[src/rtl/fpu_request_arbiter.sv]
// Two-requester front end for a single shared Fixed_Point_Unit: round-robin
// grant, operand hold until fpu_ready, flush cycle between jobs, hang timeout.
module fpu_request_arbiter #(
    parameter int unsigned WIDTH   = 32,
    parameter int unsigned FBITS   = 10,
    parameter int unsigned TIMEOUT = 64
) (
    input  logic             clk,
    input  logic             reset,

    input  logic             req0_valid,
    output logic             req0_ready,
    input  logic [1:0]       req0_op,
    input  logic [WIDTH-1:0] req0_a,
    input  logic [WIDTH-1:0] req0_b,

    input  logic             req1_valid,
    output logic             req1_ready,
    input  logic [1:0]       req1_op,
    input  logic [WIDTH-1:0] req1_a,
    input  logic [WIDTH-1:0] req1_b,

    output logic             resp0_valid,
    input  logic             resp0_ready,
    output logic             resp1_valid,
    input  logic             resp1_ready,
    output logic [WIDTH-1:0] resp_data,
    output logic             resp_error,

    output logic [WIDTH-1:0] fpu_operand_1,
    output logic [WIDTH-1:0] fpu_operand_2,
    output logic [1:0]       fpu_operation,
    input  logic [WIDTH-1:0] fpu_result,
    input  logic             fpu_ready,

    output logic             busy,
    output logic             grant_id
);

    localparam int unsigned CNT_W = 8;

    // Operation codes shared with the Fixed_Point_Unit
    localparam logic [1:0] OP_ADD  = 2'd0;
    localparam logic [1:0] OP_SUB  = 2'd1;
    localparam logic [1:0] OP_MUL  = 2'd2;
    localparam logic [1:0] OP_SQRT = 2'd3;

    localparam logic [1:0] S_IDLE  = 2'd0;
    localparam logic [1:0] S_ISSUE = 2'd1;
    localparam logic [1:0] S_RESP  = 2'd2;
    localparam logic [1:0] S_GAP   = 2'd3;

    if (TIMEOUT < 2 || TIMEOUT > 255) begin : g_bad_timeout
        $error("fpu_request_arbiter: TIMEOUT must be in [2, 255]");
    end
    if (FBITS >= WIDTH) begin : g_bad_fbits
        $error("fpu_request_arbiter: FBITS must be below WIDTH");
    end

    logic [1:0]       state_q, state_d;
    logic             last_grant_q, last_grant_d;
    logic             grant_id_q, grant_id_d;
    logic             resp0_valid_q, resp0_valid_d;
    logic             resp1_valid_q, resp1_valid_d;
    logic [WIDTH-1:0] resp_data_q, resp_data_d;
    logic             resp_error_q, resp_error_d;
    logic             busy_q, busy_d;
    logic [CNT_W-1:0] cnt_q, cnt_d;
    logic [1:0]       fpu_op_q, fpu_op_d;
    logic [WIDTH-1:0] fpu_a_q, fpu_a_d;
    logic [WIDTH-1:0] fpu_b_q, fpu_b_d;

    logic             pick_id_c;
    logic             accept0_c;
    logic             accept1_c;
    logic             multi_cycle_c;
    logic             fpu_done_c;
    logic             timeout_c;
    logic             resp_taken_c;

    // Round-robin pick: a lone requester wins, a tie goes against last_grant
    always_comb begin
        pick_id_c = 1'b0;
        if (req0_valid && req1_valid) begin
            pick_id_c = ~last_grant_q;
        end else if (req1_valid) begin
            pick_id_c = 1'b1;
        end
    end

    assign accept0_c = (state_q == S_IDLE) && req0_valid && !pick_id_c;
    assign accept1_c = (state_q == S_IDLE) && req1_valid &&  pick_id_c;

    // MUL/SQRT sequencers may show a stale ready on their first cycle
    assign multi_cycle_c = (fpu_op_q == OP_MUL) || (fpu_op_q == OP_SQRT);
    assign fpu_done_c    = fpu_ready && !((cnt_q == '0) && multi_cycle_c);
    assign timeout_c     = (cnt_q == CNT_W'(TIMEOUT - 1));
    assign resp_taken_c  = grant_id_q ? resp1_ready : resp0_ready;

    always_comb begin
        state_d       = state_q;
        last_grant_d  = last_grant_q;
        grant_id_d    = grant_id_q;
        resp0_valid_d = resp0_valid_q;
        resp1_valid_d = resp1_valid_q;
        resp_data_d   = resp_data_q;
        resp_error_d  = resp_error_q;
        cnt_d         = cnt_q;
        fpu_op_d      = fpu_op_q;
        fpu_a_d       = fpu_a_q;
        fpu_b_d       = fpu_b_q;

        case (state_q)
            S_IDLE: begin
                if (accept0_c || accept1_c) begin
                    fpu_op_d     = accept1_c ? req1_op : req0_op;
                    fpu_a_d      = accept1_c ? req1_a  : req0_a;
                    fpu_b_d      = accept1_c ? req1_b  : req0_b;
                    grant_id_d   = accept1_c;
                    last_grant_d = accept1_c;
                    cnt_d        = '0;
                    state_d      = S_ISSUE;
                end
            end
            S_ISSUE: begin
                if (fpu_done_c || timeout_c) begin
                    resp_data_d   = fpu_done_c ? fpu_result : '0;
                    resp_error_d  = !fpu_done_c;
                    resp0_valid_d = !grant_id_q;
                    resp1_valid_d =  grant_id_q;
                    state_d       = S_RESP;
                end else begin
                    cnt_d = cnt_q + CNT_W'(1);
                end
            end
            S_RESP: begin
                if (resp_taken_c) begin
                    resp0_valid_d = 1'b0;
                    resp1_valid_d = 1'b0;
                    // Zero-operand ADD during GAP flushes the FPU sequencers
                    fpu_op_d      = OP_ADD;
                    fpu_a_d       = '0;
                    fpu_b_d       = '0;
                    state_d       = S_GAP;
                end
            end
            S_GAP: begin
                state_d = S_IDLE;
            end
            default: begin
                state_d = S_IDLE;
            end
        endcase

        busy_d = (state_d != S_IDLE);
    end

    always_ff @(posedge clk) begin
        if (reset) begin
            state_q       <= S_IDLE;
            last_grant_q  <= 1'b1;
            grant_id_q    <= 1'b0;
            resp0_valid_q <= 1'b0;
            resp1_valid_q <= 1'b0;
            resp_data_q   <= '0;
            resp_error_q  <= 1'b0;
            busy_q        <= 1'b0;
            cnt_q         <= '0;
            fpu_op_q      <= OP_ADD;
            fpu_a_q       <= '0;
            fpu_b_q       <= '0;
        end else begin
            state_q       <= state_d;
            last_grant_q  <= last_grant_d;
            grant_id_q    <= grant_id_d;
            resp0_valid_q <= resp0_valid_d;
            resp1_valid_q <= resp1_valid_d;
            resp_data_q   <= resp_data_d;
            resp_error_q  <= resp_error_d;
            busy_q        <= busy_d;
            cnt_q         <= cnt_d;
            fpu_op_q      <= fpu_op_d;
            fpu_a_q       <= fpu_a_d;
            fpu_b_q       <= fpu_b_d;
        end
    end

    assign req0_ready    = accept0_c;
    assign req1_ready    = accept1_c;
    assign resp0_valid   = resp0_valid_q;
    assign resp1_valid   = resp1_valid_q;
    assign resp_data     = resp_data_q;
    assign resp_error    = resp_error_q;
    assign fpu_operation = fpu_op_q;
    assign fpu_operand_1 = fpu_a_q;
    assign fpu_operand_2 = fpu_b_q;
    assign busy          = busy_q;
    assign grant_id      = grant_id_q;

endmodule

[config.mk]
export PLATFORM = sky130hd
export DESIGN_NAME = fpu_request_arbiter
export DESIGN_NICKNAME = d
export VERILOG_FILES = /design/src/rtl/fpu_request_arbiter.sv
export SDC_FILE = /design/constraint.sdc
export NUM_CORES = 1
export LEC_CHECK = 0
export ABC_CLOCK_PERIOD_IN_PS = 2240
export BUFFER_PORTS_ARGS = -buffer_cell sky130_fd_sc_hd__buf_2
export CAP_MARGIN = 10
export CORE_MARGIN = 10
export CORE_UTILIZATION = 35
export CTS_BUF_LIST = sky130_fd_sc_hd__clkbuf_16
export DETAILED_ROUTE_END_ITERATION = 10
export GPL_ROUTABILITY_DRIVEN = 0
export GPL_TIMING_DRIVEN = 0
export PLACE_DENSITY = 0.67
export SETUP_SLACK_MARGIN = 0.5
export SLEW_MARGIN = 0
export SYNTH_ARGS = -nofsm -noshare
export SYNTH_HDL_FRONTEND = slang
export SYNTH_SLANG_ARGS = --single-unit
[constraint.sdc]
create_clock -name clk -period 2.24 [get_ports clk]
set_input_delay 0.336 -clock clk [delete_from_list [all_inputs] [get_ports clk]]
set_output_delay 0.336 -clock clk [all_outputs]
set_load 0.02 [all_outputs]
== Yosys cells after proc, flatten, opt, wreduce, memory -nomap -nowiden ==
Cells that the tools add are included.

* Output and inout bits: 105
* Memories: 0
* Logic and storage cells: 76
* Bits in read-only memories: 0
* Memory bits (writable): 0
* Latch bits: 0
* Register bits: 114
* Input port bits: 171

* Add/sub/neg operators: 1
* Reductions and logical operators: 25
* Order comparisons: 0
* Eq/ne operators: 10
* Shift operators: 0
* Multiply operators: 0
* Bitwise logic cells: 1
* Divide/modulo/power cells: 0
* Mux-type cells: 27

{| class="wikitable"
|+ Operators with widths
! cell !! number
|-
| 2-to-1 mux 32 bit || 6
|-
| case mux 32 bit (2 select lines) || 2
|-
| 2-to-1 mux 8 bit || 2
|-
| case mux 8 bit (2 select lines) || 1
|-
| 2-to-1 mux 2 bit || 6
|-
| AND reduction 3 bit || 3
|-
| adder 8 x 1 -> 8 bit, second input constant || 1
|-
| == test 2 bit, second input constant || 4
|-
| == test 8 x 6 -> 1 bit, second input constant || 1
|-
| logical NOT 8 bit || 1
|-
| case mux 2 bit (4 select lines) || 1
|-
| nonzero test 2 bit || 4
|-
| logical AND 1 bit || 7
|-
| 2-to-1 mux 1 bit || 6
|-
| != test 2 bit, second input constant || 3
|-
| logical NOT 1 bit || 4
|-
| case mux 1 bit (2 select lines) || 2
|-
| case mux 2 bit (2 select lines) || 1
|-
| AND reduction 2 bit || 2
|-
| logical OR 1 bit || 3
|-
| == test 2 x 1 -> 1 bit, second input constant || 1
|-
| logical NOT 2 bit || 1
|-
| != test 2 x 1 -> 1 bit, second input constant || 1
|-
| inverter 1 bit || 1
|}

== Longest topological paths before layout ==
Gate-level depths: netlist (run 1).

* Depth in word-level cells: 9
* Depth in mapped cells: 8
* Gate-level depth less buffers: 6

== Least setup slack after synthesis (run 1) ==
No wires, ideal clock.

* Path kind: register -> register
* From: register cnt_q[0]
* To: register cnt_q[3]
* Cell stages (with the launch flop): 8
* Period minus slack after synthesis: 2.045 ns
* Arrival: 1.924 ns
* Data required time: 2.119 ns
* Path slack: 0.195 ns
* Path buffers: 1
* Setup time: 0.121 ns
* Cells stage by stage: dfxtp_1 inv_1 ha_1 or4b_1 o21a_1 buf_6 nor4b_1 mux2_2

* Cells in the longest elaborated chain, start to end: 7
* Elaborated cells between the ends (all ways): 11
* Those cells by class: 1 x add/sub; 2 x eq/ne; 2 x mux; 6 x reduce/logical

{| class="wikitable"
|+ RTL lines
! element !! RTL line !! source
|-
| start: declaration || 68 || <nowiki>logic [CNT_W-1:0] cnt_q, cnt_d;</nowiki>
|-
| start signal: assignment || 181 || <nowiki>cnt_q <= cnt_d;</nowiki>
|-
| branches (longest 7 deep; another with adder 8 x 1 -> 8 bit) || -- ||
|}

Parallel ways; which one is timed is not known. The select of a mux whose other input is x is not followed.
A chain may end at the register's enable or synchronous reset.

== Worst setup path in the final report (run 1) ==
* From: register cnt_q[1]
* To: register resp0_valid_q, in the netlist resp0_valid

* Cells in the longest elaborated chain, start to end: 7
* Elaborated cells between the ends (all ways): 8
* Those cells by class: 2 x eq/ne; 6 x reduce/logical

{| class="wikitable"
|+ RTL lines
! element !! RTL line !! source
|-
| logical NOT 8 bit || 96 || <nowiki>assign fpu_done_c = fpu_ready && !((cnt_q == '0) && multi_cycle_c);</nowiki>
|-
| logical AND 1 bit || 96 ||
|-
| logical NOT 1 bit || 96 ||
|-
| logical AND 1 bit || 96 ||
|-
| logical OR 1 bit (*) || 126 || <nowiki>if (fpu_done_c || timeout_c) begin</nowiki>
|-
| != test 2 bit (no line) (*) || -- ||
|-
| AND reduction 3 bit (no line) (*) || -- ||
|-
| end signal: assignment || 176 || <nowiki>resp0_valid_q <= resp0_valid_d;</nowiki>
|-
| end: declaration || 63 || <nowiki>logic resp0_valid_q, resp0_valid_d;</nowiki>
|}

Mark *: on every way between the ends. The rest lies on a longest branch, timed or not.

==> metrics.md, run 1 <==
| Metric | Value |
|---|---|
| Async S/R FF share, synth | 0% |
| Clock Pin Slew Worst Setup and Hold Paths | 0.05 ns |
| Starting Density | 35.80% |
| Clock Latency Late Sink | 0.42 ns |
| Share of cells above drive strength 1 | 53.74% |
| Fin. max-slew vios | 0 |
| Sink Count | 114 |
| Avg Cell Area, Syn | 11.40 µm² |
| Via count | 4,656 |
| Status | completed |
| Power density cells | 881.0 nW/µm² |
| Worst Hold Class | input pin to flop |
| Final setup viols | 0 |
| Final Cycle Share | 90.12% |
| Count leader, synth | dfxtp_1 |
| CORE AREA | 12,670 µm² |
| RSZ-0062 raised after global routing | yes |
| CP Max Fanout | 7 |
| CTS Hold Bufs | 0 |
| Post-synthesis register bit count | 114 |
| Clock Tree Buf Depth | 2 |
| Distinct cells, synth | 38 |
| Vias in the first global route | 4,990 |
| DR vias/cell | 5.133 |
| Setup total negative slack | 0 ns |
| Yosys warns | 0 |
| R2r setup slk | 0.22 ns |
| GRT Util Overall | 18.63% |
| Area delta synth->final | 61.27% |
| Delay-heaviest family, CP | simple AND/OR/NAND/NOR gates |
| Post-synth EDFFs | 0 |
| Post-DP HPWL | 13,400 µm |
| DIE AREA | 17,910 µm² |
| Htree depth | 4 |
| Reg area | 2296 µm² |
| Top FF cell, synth | dfxtp_1 |
| Detailed-route wire length per cell | 19.33 µm |
| RR Startpoint | cnt_q[1] |
| Worst Setup SP | cnt_q[1] |
| Multi-input logic area | 2253 µm² |
| Post-Syn Nets | 571 |
| Fmax | 495.4 MHz |
| Post-layout util | 57.73% |
| Stages on worst setup path | 8 |
| Global-route wire length before repair | 26,620 µm |
| Slowest stage cell, crit path | or4b_4 |
| Max_cap viols | 0 |
| Final hold vios | 0 |
| I/O pin cnt | 276 |
| Layout Nets | 895 |
| Gr ovfl total | 0 |
| Hold slack | 0.1268 ns |
| DR iter-0 viols | 132 |
| Critical Path End Type | flop |
| Mapped cell area | 4536 µm² |
| Antenna Violating Nets Remaining | 0 |
| # rows | 41 |
| IO Port Bufs | 274 |
| Total iterations of the first detailed-routing run | 4 |
| Critical path arrival | 2.32 ns |
| Crit path capture | resp0_valid |
| CTS tree | yes |
| Synth area leader | dfxtp_1 |
| Clk_skew | 0.006822 ns |
| Initial antenna violation count | 1 |
| Synth top area share | 50.32% |
| Final min period | 2.019 ns |
| Ant. Diodes | 0 |
| Largest net degree at the start of global routing | 17 |
| Sequential share of the synthesized area | 50.32% |
| Drt drc | 0 |
| Req. time, crit path | 2.54 ns |
| Tightest Pin Transition | 0.6038 ns |
| CTS root buf | clkbuf_16 |
| Leakage | 3.712 nW |
| # fillers | 1,089 |
| Max VDD drop | 0.0004444 V |
| Max incr delay on CP | 0.46 ns |
| Synth top area cells | dfxtp_1 50%, mux2i_1 15%, o2bb2ai_1 13% |
| Die Height | 133.8 µm |
| Final WL | 17,530 µm |
| Crit path kind | flop to flop |
| Most frequent cells after synthesis | 114 x dfxtp_1, 68 x mux2i_1, 66 x o2bb2ai_1, 32 x a32o_1, 18 x clkbuf_1 |
| Cells after synthesis | 398 |
| WP buf/inv | 3 |
| Inserted Clock Buffers | 17 |
| Critical Path Start Type | flop |
| Critical path cell sequence | inv_4, ha_4, or4b_4, o21a_1, buf_6, o21ai_4, buf_12, mux2_4 |
| RR Endpoint | resp0_valid |
| Relative slew margins | 59.75% |
| Die W | 133.8 µm |
| Reg2Reg Depth | 8 |
-- state kept, by name (all words and copies together), names as in the netlist --
| name | count |
|---|---|
| fpu_operand_1 | 32 |
| fpu_operand_2 | 32 |
| resp_data | 32 |
| cnt_q | 8 |
| fpu_operation | 2 |
| state_q | 2 |
| busy | 1 |
| grant_id | 1 |
| last_grant_q | 1 |
| resp0_valid | 1 |
| resp1_valid | 1 |
| resp_error | 1 |
-- cell type report --
class                   count  share of cell area (%)
flip-flops and latches    114                   31.39
multi-input cells         245                   30.81
repair buffers            305                   22.70
clock buffers              17                   5.816
plain buffers              34                   3.678
well taps                 172                   2.942
clock inverters            15                   2.275
inverters                   5                  0.3934
-- metrics by stage --
step	cell area [µm²]	std cells	setup slack [ns]	power, mW
global route	7315	907	0.1784	6.720
floorplan	4564	398	0.3055	3.079
detailed placement	6151	844	-0.1501	3.603
global placement	6151	844	-0.07528	3.573
CTS	7113	892	0.2381	6.438
finish	7315	907	0.2213	6.444
-- placed cells by master, fill, tap and decap left out, drive strengths merged, types with 4 or more instances in the layout --
master | Yosys | final
buf | 16 | 323
dfxtp | 114 | 114
mux2i | 68 | 68
o2bb2ai | 66 | 66
clkbuf | 18 | 33
a32o | 32 | 32
clkinv | 0 | 10
nand2 | 9 | 9
nand3 | 8 | 8
a21oi | 8 | 8
a31oi | 6 | 6
and3 | 6 | 6
inv | 5 | 5
o211ai | 4 | 4
o21ai | 4 | 4
nor2 | 4 | 4
nor3 | 4 | 4
-- routing by layer --
metal,vias to the layer above,track usage (%),wire length (µm)
li1,2211,-,-
met1,2208,18.63,6553
met2,205,31.91,8718
met3,30,10.90,1990
met4,2,5.865,257
met5,-,0,13
-- power by group --
group | switching [mW] | internal (mW)
clock network | 0.953 | 1.73
registers | 0.108 | 2.23
logic | 0.802 | 0.622
-- logic make-up (layout without fill, tap and decap cells) --
group           Yosys count  in the layout  share of synthesized area [%]
simple gates             45             45                          5.655
flops                   114            114                          50.32
mux                      71             71                          15.75
fa+ha+maj                 2              2                         0.5516
buf+inv                  39            376                          3.669
compound gates          127            127                          24.06
-- what timing repair did --
| action | CTS | global route |
|---|---|---|
| cloned | 3 | 0 |
| pin swaps | 36 | 11 |
| gates resized for setup | 74 | 37 |
| endpoints found under the setup margin | 114 | 96 |
| buffers inserted | 13 | 15 |
-- worst min path at each step --
stage | to | cells after the start | from
floorplan | last_grant_q | 2 | last_grant_q
global placement | fpu_operand_2[8] | 1 | fpu_operand_2[8]
detailed placement | fpu_operand_2[5] | 1 | fpu_operand_2[5]
CTS | resp_data[30] | 2 | fpu_result[30]
global route | resp_data[2] | 2 | fpu_result[2]
finish | resp_data[30] | 2 | fpu_result[30]
No activity file was read; power rests on OpenSTA's default activity.
==> inputs of run 2 (changes only) <==
Settings changed: PLACE_DENSITY 0.67 to unset, PLACE_DENSITY_LB_ADDON set to 0.3.
==> run 2 against run 1 <==
Compared with the run above:
- critical path type unchanged
- largest power group unchanged
- clock skew increased by 0.0085 ns
- die area unchanged
- via count increased by 0.84%
- highest routed layer unchanged
- worst setup slack got worse by 0.030 ns
- critical path depth unchanged
- wire length increased by 2.4%
- sequential power about the same
- fmax decreased by 1.5%
- first-iteration DRC count increased by 17%
- combinational power increased by 4%
- power increased by 1.9%
- register-to-register slack got worse by 0.03 ns
==> metrics.md, run 2 (same netlist as run 1, synthesis figures left out) <==
| Metric | Value |
|---|---|
| Top sig layer | met5 |
| Antenna Violating Nets Remaining | 0 |
| Area delta synth->final | 64.52% |
| CTS Hold Bufs | 0 |
| DR iter-0 viols | 155 |
| Drt drc | 0 |
| # fillers | 1,084 |
| Sink Count | 114 |
| Post-DP HPWL | 13,460 µm |
| Fin. max-slew vios | 0 |
| CTS tree | yes |
| Gr ovfl total | 0 |
| Detailed-route wire length per cell | 19.51 µm |
| Req. time, crit path | 2.54 ns |
| Inserted Clock Buffers | 17 |
| Final Cycle Share | 91.47% |
| Setup total negative slack | 0 ns |
| GRT Util Overall | 19.05% |
| Worst Hold Class | input pin to flop |
| Flop pwr share | 35.6% |
| CP Max Fanout | 6 |
| Placed Area | 6151 µm² |
| Initial antenna violation count | 2 |
| Sw Share | 28.21% |
| Global-route wire length before repair | 27,390 µm |
| Clk_skew | 0.01532 ns |
| R2r setup slk | 0.19 ns |
| DIE AREA | 17,910 µm² |
| Net Switching | 1.852 mW |
| Max_cap viols | 0 |
| Final min period | 2.049 ns |
| RSZ-0062 raised after global routing | yes |
| Clock Tree Buf Depth | 2 |
| Most frequent cells in the layout | 277 x buf_2, 109 x dfxtp_1, 68 x mux2i_1 |
| Critical Path Start Type | flop |
| Clk network pwr share | 41.9% |
| Int Pwr | 4.713 mW |
| Final hold vios | 0 |
| Clock Latency Late Sink | 0.42 ns |
| DR vias/cell | 5.103 |
| Clock Pin Slew Worst Setup and Hold Paths | 0.06 ns |
| Leakage | 3.798 nW |
| Starting Density | 35.80% |
| Relative slew margins | 54.35% |
| Critical Path End Type | flop |
| Critical path arrival | 2.35 ns |
| I/O pin cnt | 276 |
| Met3 wire len | 2174 µm |
| Commonest non-fill, non-tap cell in the layout | buf_2 |
| # rows | 41 |
| Largest net degree at the start of global routing | 17 |
| Die W | 133.8 µm |
| Vias in the first global route | 5,256 |
| CTS root buf | clkbuf_16 |
| Die Height | 133.8 µm |
| Status | completed |
| Layout Nets | 907 |
| Share of cells above drive strength 1 | 54.62% |
| Metal-1 WL | 6208 µm |
| Fmax | 488.0 MHz |
| Max VDD drop | 0.0004783 V |
| Met2 WL | 9344 µm |
| CORE AREA | 12,670 µm² |
| Final WL | 17,950 µm |
| Tightest Pin Transition | 0.6848 ns |
| Via count | 4,695 |
| Fin area | 7462 µm² |
| Combinational share of power | 22.5% |
| IO Port Bufs | 274 |
| Htree depth | 4 |
| Total iterations of the first detailed-routing run | 4 |
| Final setup viols | 0 |
| Power density cells | 879.7 nW/µm² |
| Crit path kind | flop to flop |
==> run 2: through the flow <==
| stage | setup WS [ns] | hold slack (ns) | std cells | total power, mW | utilization, % |
|---|---|---|---|---|---|
| floorplan | 0.3055 | 0.4544 | 398 | 3.079 | - |
| global placement | -0.1180 | 0.4392 | 844 | 3.561 | 48.54 |
| detailed placement | -0.1686 | 0.4415 | 844 | 3.597 | 48.54 |
| CTS | 0.2319 | 0.1142 | 899 | 6.506 | 56.72 |
| global route | 0.1303 | 0.1198 | 919 | 6.834 | 58.87 |
| finish | 0.1910 | 0.1299 | 920 | 6.565 | 58.89 |
==> run 2: path summary, 6_finish.rpt <==
path | startpoint | to | cells past startpoint
setup / recovery | cnt_q[0] | resp0_valid | 8
hold / removal | fpu_result[21] | resp_data[21] | 2
setup reg to reg | cnt_q[0] | resp0_valid | 8
hold reg to reg | fpu_operand_1[27] | fpu_operand_1[27] | 1
==> run 2: power by group through the flow <==
stage | sequential (mW) | clock [mW] | combinational, mW
floorplan | 2.59 | 0 | 0.489
global placement | 2.36 | 0 | 1.20
detailed placement | 2.36 | 0 | 1.23
CTS | 2.33 | 2.80 | 1.37
global route | 2.36 | 2.89 | 1.58
finish | 2.34 | 2.75 | 1.47
==> run 2: per-layer routing <==
metal / track usage, % / vias to the layer above
met5: 0 / -
met4: 6.711 / 2
met3: 10.68 / 24
met2: 34.39 / 204
met1: 17.64 / 2224
li1: - / 2241
==> run 2: timing repair <==
item,in CTS,in global routing
setup buffers,21,19
gates resized for setup,70,34
pin swaps,23,17
setup endpoints to repair,114,105
cloned,2,2
==> run 2: cell type report <==
| class | count | area (µm²) | share of cell area, % |
|---|---|---|---|
| diodes | 1 | 2.502 | 0.03353 |
| plain buffers | 33 | 250.2 | 3.353 |
| clock buffers | 17 | 425.4 | 5.701 |
| clock inverters | 15 | 175.2 | 2.347 |
| inverters | 5 | 23.77 | 0.3186 |
| multi-input cells | 245 | 2293 | 30.73 |
| flip-flops and latches | 114 | 2291 | 30.70 |
| well taps | 172 | 215.2 | 2.884 |
| repair buffers | 318 | 1785 | 23.93 |
==> run 2: critical path, cell delays in order (launching register included) <==
cell and delay (ns):
dfxtp_2 0.33, inv_2 0.08, ha_4 0.11, or4b_4 0.46, o21a_1 0.19, buf_6 0.13
o21ai_4 0.18, buf_12 0.16, mux2_4 0.30
==> inputs of run 3 (changes only) <==
Settings changed: BUFFER_PORTS_ARGS -buffer_cell sky130_fd_sc_hd__buf_2 to -buffer_cell sky130_fd_sc_hd__buf_4, CELL_PAD_IN_SITES_DETAIL_PLACEMENT set to 1, CELL_PAD_IN_SITES_GLOBAL_PLACEMENT set to 1, CORE_ASPECT_RATIO set to 0.9, CORE_UTILIZATION 35 to 31.
==> run 3 against run 2 <==
Compared with the run above:
- clock power grew 7%
- power grew 5.4%
- wire length grew 14%
- combinational power grew 12%
- flip-flop and latch count is the same
- final cell count grew 0.65%
- sequential power is essentially flat
- critical endpoint is now cnt_q[6]
==> metrics.md, run 3 (same netlist as run 1, synthesis figures left out) <==
| Metric | Value |
|---|---|
| Status | completed |
| Critical path cell sequence | inv_2, ha_4, or4b_4, o21a_1, buf_6, or4_4, a21oi_2 |
| Req. time, crit path | 2.57 ns |
| Inserted Clock Buffers | 17 |
| CTS tree | yes |
| IO Port Bufs | 274 |
| Vias in the first global route | 5,281 |
| Critical Path End Type | flop |
| Area delta synth->final | 76.97% |
| Fmax | 488.7 MHz |
| Final Cycle Share | 91.36% |
| I/O pin cnt | 276 |
| Crit path kind | flop to flop |
| Worst slack, placed | -0.1307 ns |
| Commonest non-fill, non-tap cell in the layout | buf_4 |
| Detailed-route wire length per cell | 22.10 µm |
| Largest net degree at the start of global routing | 17 |
| Hold depth | 2 |
| Worst Hold Class | input pin to flop |
| # rows | 41 |
| DIE AREA | 19,880 µm² |
| Final setup viols | 0 |
| Most frequent cells in the layout | 295 x buf_4, 108 x dfxtp_1, 68 x mux2i_1 |
| Final hold vios | 0 |
| CTS Hold Bufs | 0 |
| RSZ-0062 raised after global routing | yes |
| RR Endpoint | cnt_q[6] |
| Layout Nets | 893 |
| Drt drc | 0 |
| Max_cap viols | 0 |
| Critical Path Start Type | flop |
| Share of cells above drive strength 1 | 54.43% |
| Slowest stage cell, crit path | or4_4 |
| Gr ovfl total | 0 |
| Starting Density | 32.03% |
| R2r setup slk | 0.19 ns |
| CP Max Fanout | 7 |
| # fillers | 1,545 |
| Critical path arrival | 2.38 ns |
| Via count | 4,729 |
| Max incr delay on CP | 0.49 ns |
| Max VDD drop | 0.0005035 V |
| GRT Util Overall | 19.55% |
| RR Startpoint | cnt_q[1] |
| Power density cells | 862.0 nW/µm² |
| Die Height | 134.8 µm |
| Reg area | 2292 µm² |
| Reg2Reg Depth | 7 |
| Total iterations of the first detailed-routing run | 4 |
| Post-DP HPWL | 15,690 µm |
| CTS root buf | clkbuf_16 |
| Tightest Pin Transition | 0.5955 ns |
| Global-route wire length before repair | 30,660 µm |
| Hold Path Sink | resp_data[26] |
| Clock Pin Slew Worst Setup and Hold Paths | 0.06 ns |
| Clk_skew | 0.006291 ns |
| Antenna Violating Nets Remaining | 0 |
| Relative slew margins | 60.30% |
| Fin worst setup slack | 0.1935 ns |
| DR vias/cell | 5.107 |
| Die W | 147.5 µm |
| Htree depth | 4 |
| Final min period | 2.046 ns |
| Clock Tree Buf Depth | 2 |
| Sink Count | 114 |
| Multi-input logic area | 2253 µm² |
| Start point of the worst hold path | fpu_result[26] |
| Final WL | 20,460 µm |
| DR iter-0 viols | 113 |
| Leakage | 3.875 nW |
| WP buf/inv | 2 |
| Delay-heaviest family, CP | simple AND/OR/NAND/NOR gates |
| Initial antenna violation count | 0 |
| Clock Latency Late Sink | 0.41 ns |
| CORE AREA | 14,160 µm² |
| Post-layout util | 56.69% |
| Fin. max-slew vios | 0 |
| Ant. Diodes | 0 |
-- run 3: changes by cell type in the layout (fill, tap and decap cells not counted), sizes merged --
cell,delta
buf,-11
bufinv,+1
clkbuf,-3
diode,-1
inv,-1
-- run 3: stage by stage --
step	instance area [µm²]	setup TNS, ns	power [mW]	hold WS, ns	instances
floorplan	4564	0	3.079	0.4544	398
global placement	6863	-0.8223	3.784	0.4456	865
detailed placement	6863	-6.977	3.833	0.4494	865
CTS	7853	0	6.898	0.1280	915
global route	8026	0	7.201	0.1215	926
finish	8026	0	6.919	0.1398	926
-- run 3: how the worst max path moves through the flow --
| stage | from | cells after the start | end | slack (ns) |
|---|---|---|---|---|
| global placement | req1_valid | 7 | fpu_operand_2[11] | -0.03 |
| CTS | cnt_q[1] | 8 | resp0_valid | 0.23 |
| detailed placement | req1_valid | 7 | fpu_operand_2[12] | -0.13 |
| finish | cnt_q[1] | 7 | cnt_q[6] | 0.19 |
| global route | cnt_q[1] | 8 | resp0_valid | 0.13 |
| floorplan | cnt_q[0] | 7 | cnt_q[3] | 0.31 |
-- run 3: layer usage --
layer / global-route usage [%] / part of all wire (%) / vias to the layer above
met5: 0 / 0 / -
met4: 5.776 / 1.9 / 0
met3: 8.016 / 7.9 / 22
met2: 34.16 / 51 / 208
met1: 21.26 / 39 / 2285
li1: - / - / 2214
-- run 3: what timing repair did --
| item | CTS | global route |
|---|---|---|
| setup buffers | 15 | 11 |
| resized for setup | 64 | 32 |
| cloned | 3 | 0 |
| endpoints found under the setup margin | 114 | 97 |
| pin swaps | 19 | 11 |
-- run 3: area by class of cell --
cell class	instances	share of cell area, %
timing repair buffer	303	28.95
sequential	114	28.56
multi-input combinational	245	28.07
clock buffer	17	5.300
buffer	34	3.164
tap	193	3.009
clock inverter	15	2.650
inverter	5	0.2962
-- run 3: where the power goes --
part           internal [mW]  switching [mW]  total [mW]  leakage [nW]
clock network           1.96           0.966        2.93         0.306
logic                  0.801           0.836        1.64          2.63
registers               2.23           0.124        2.35         0.937
total                   4.99            1.93        6.92          3.87
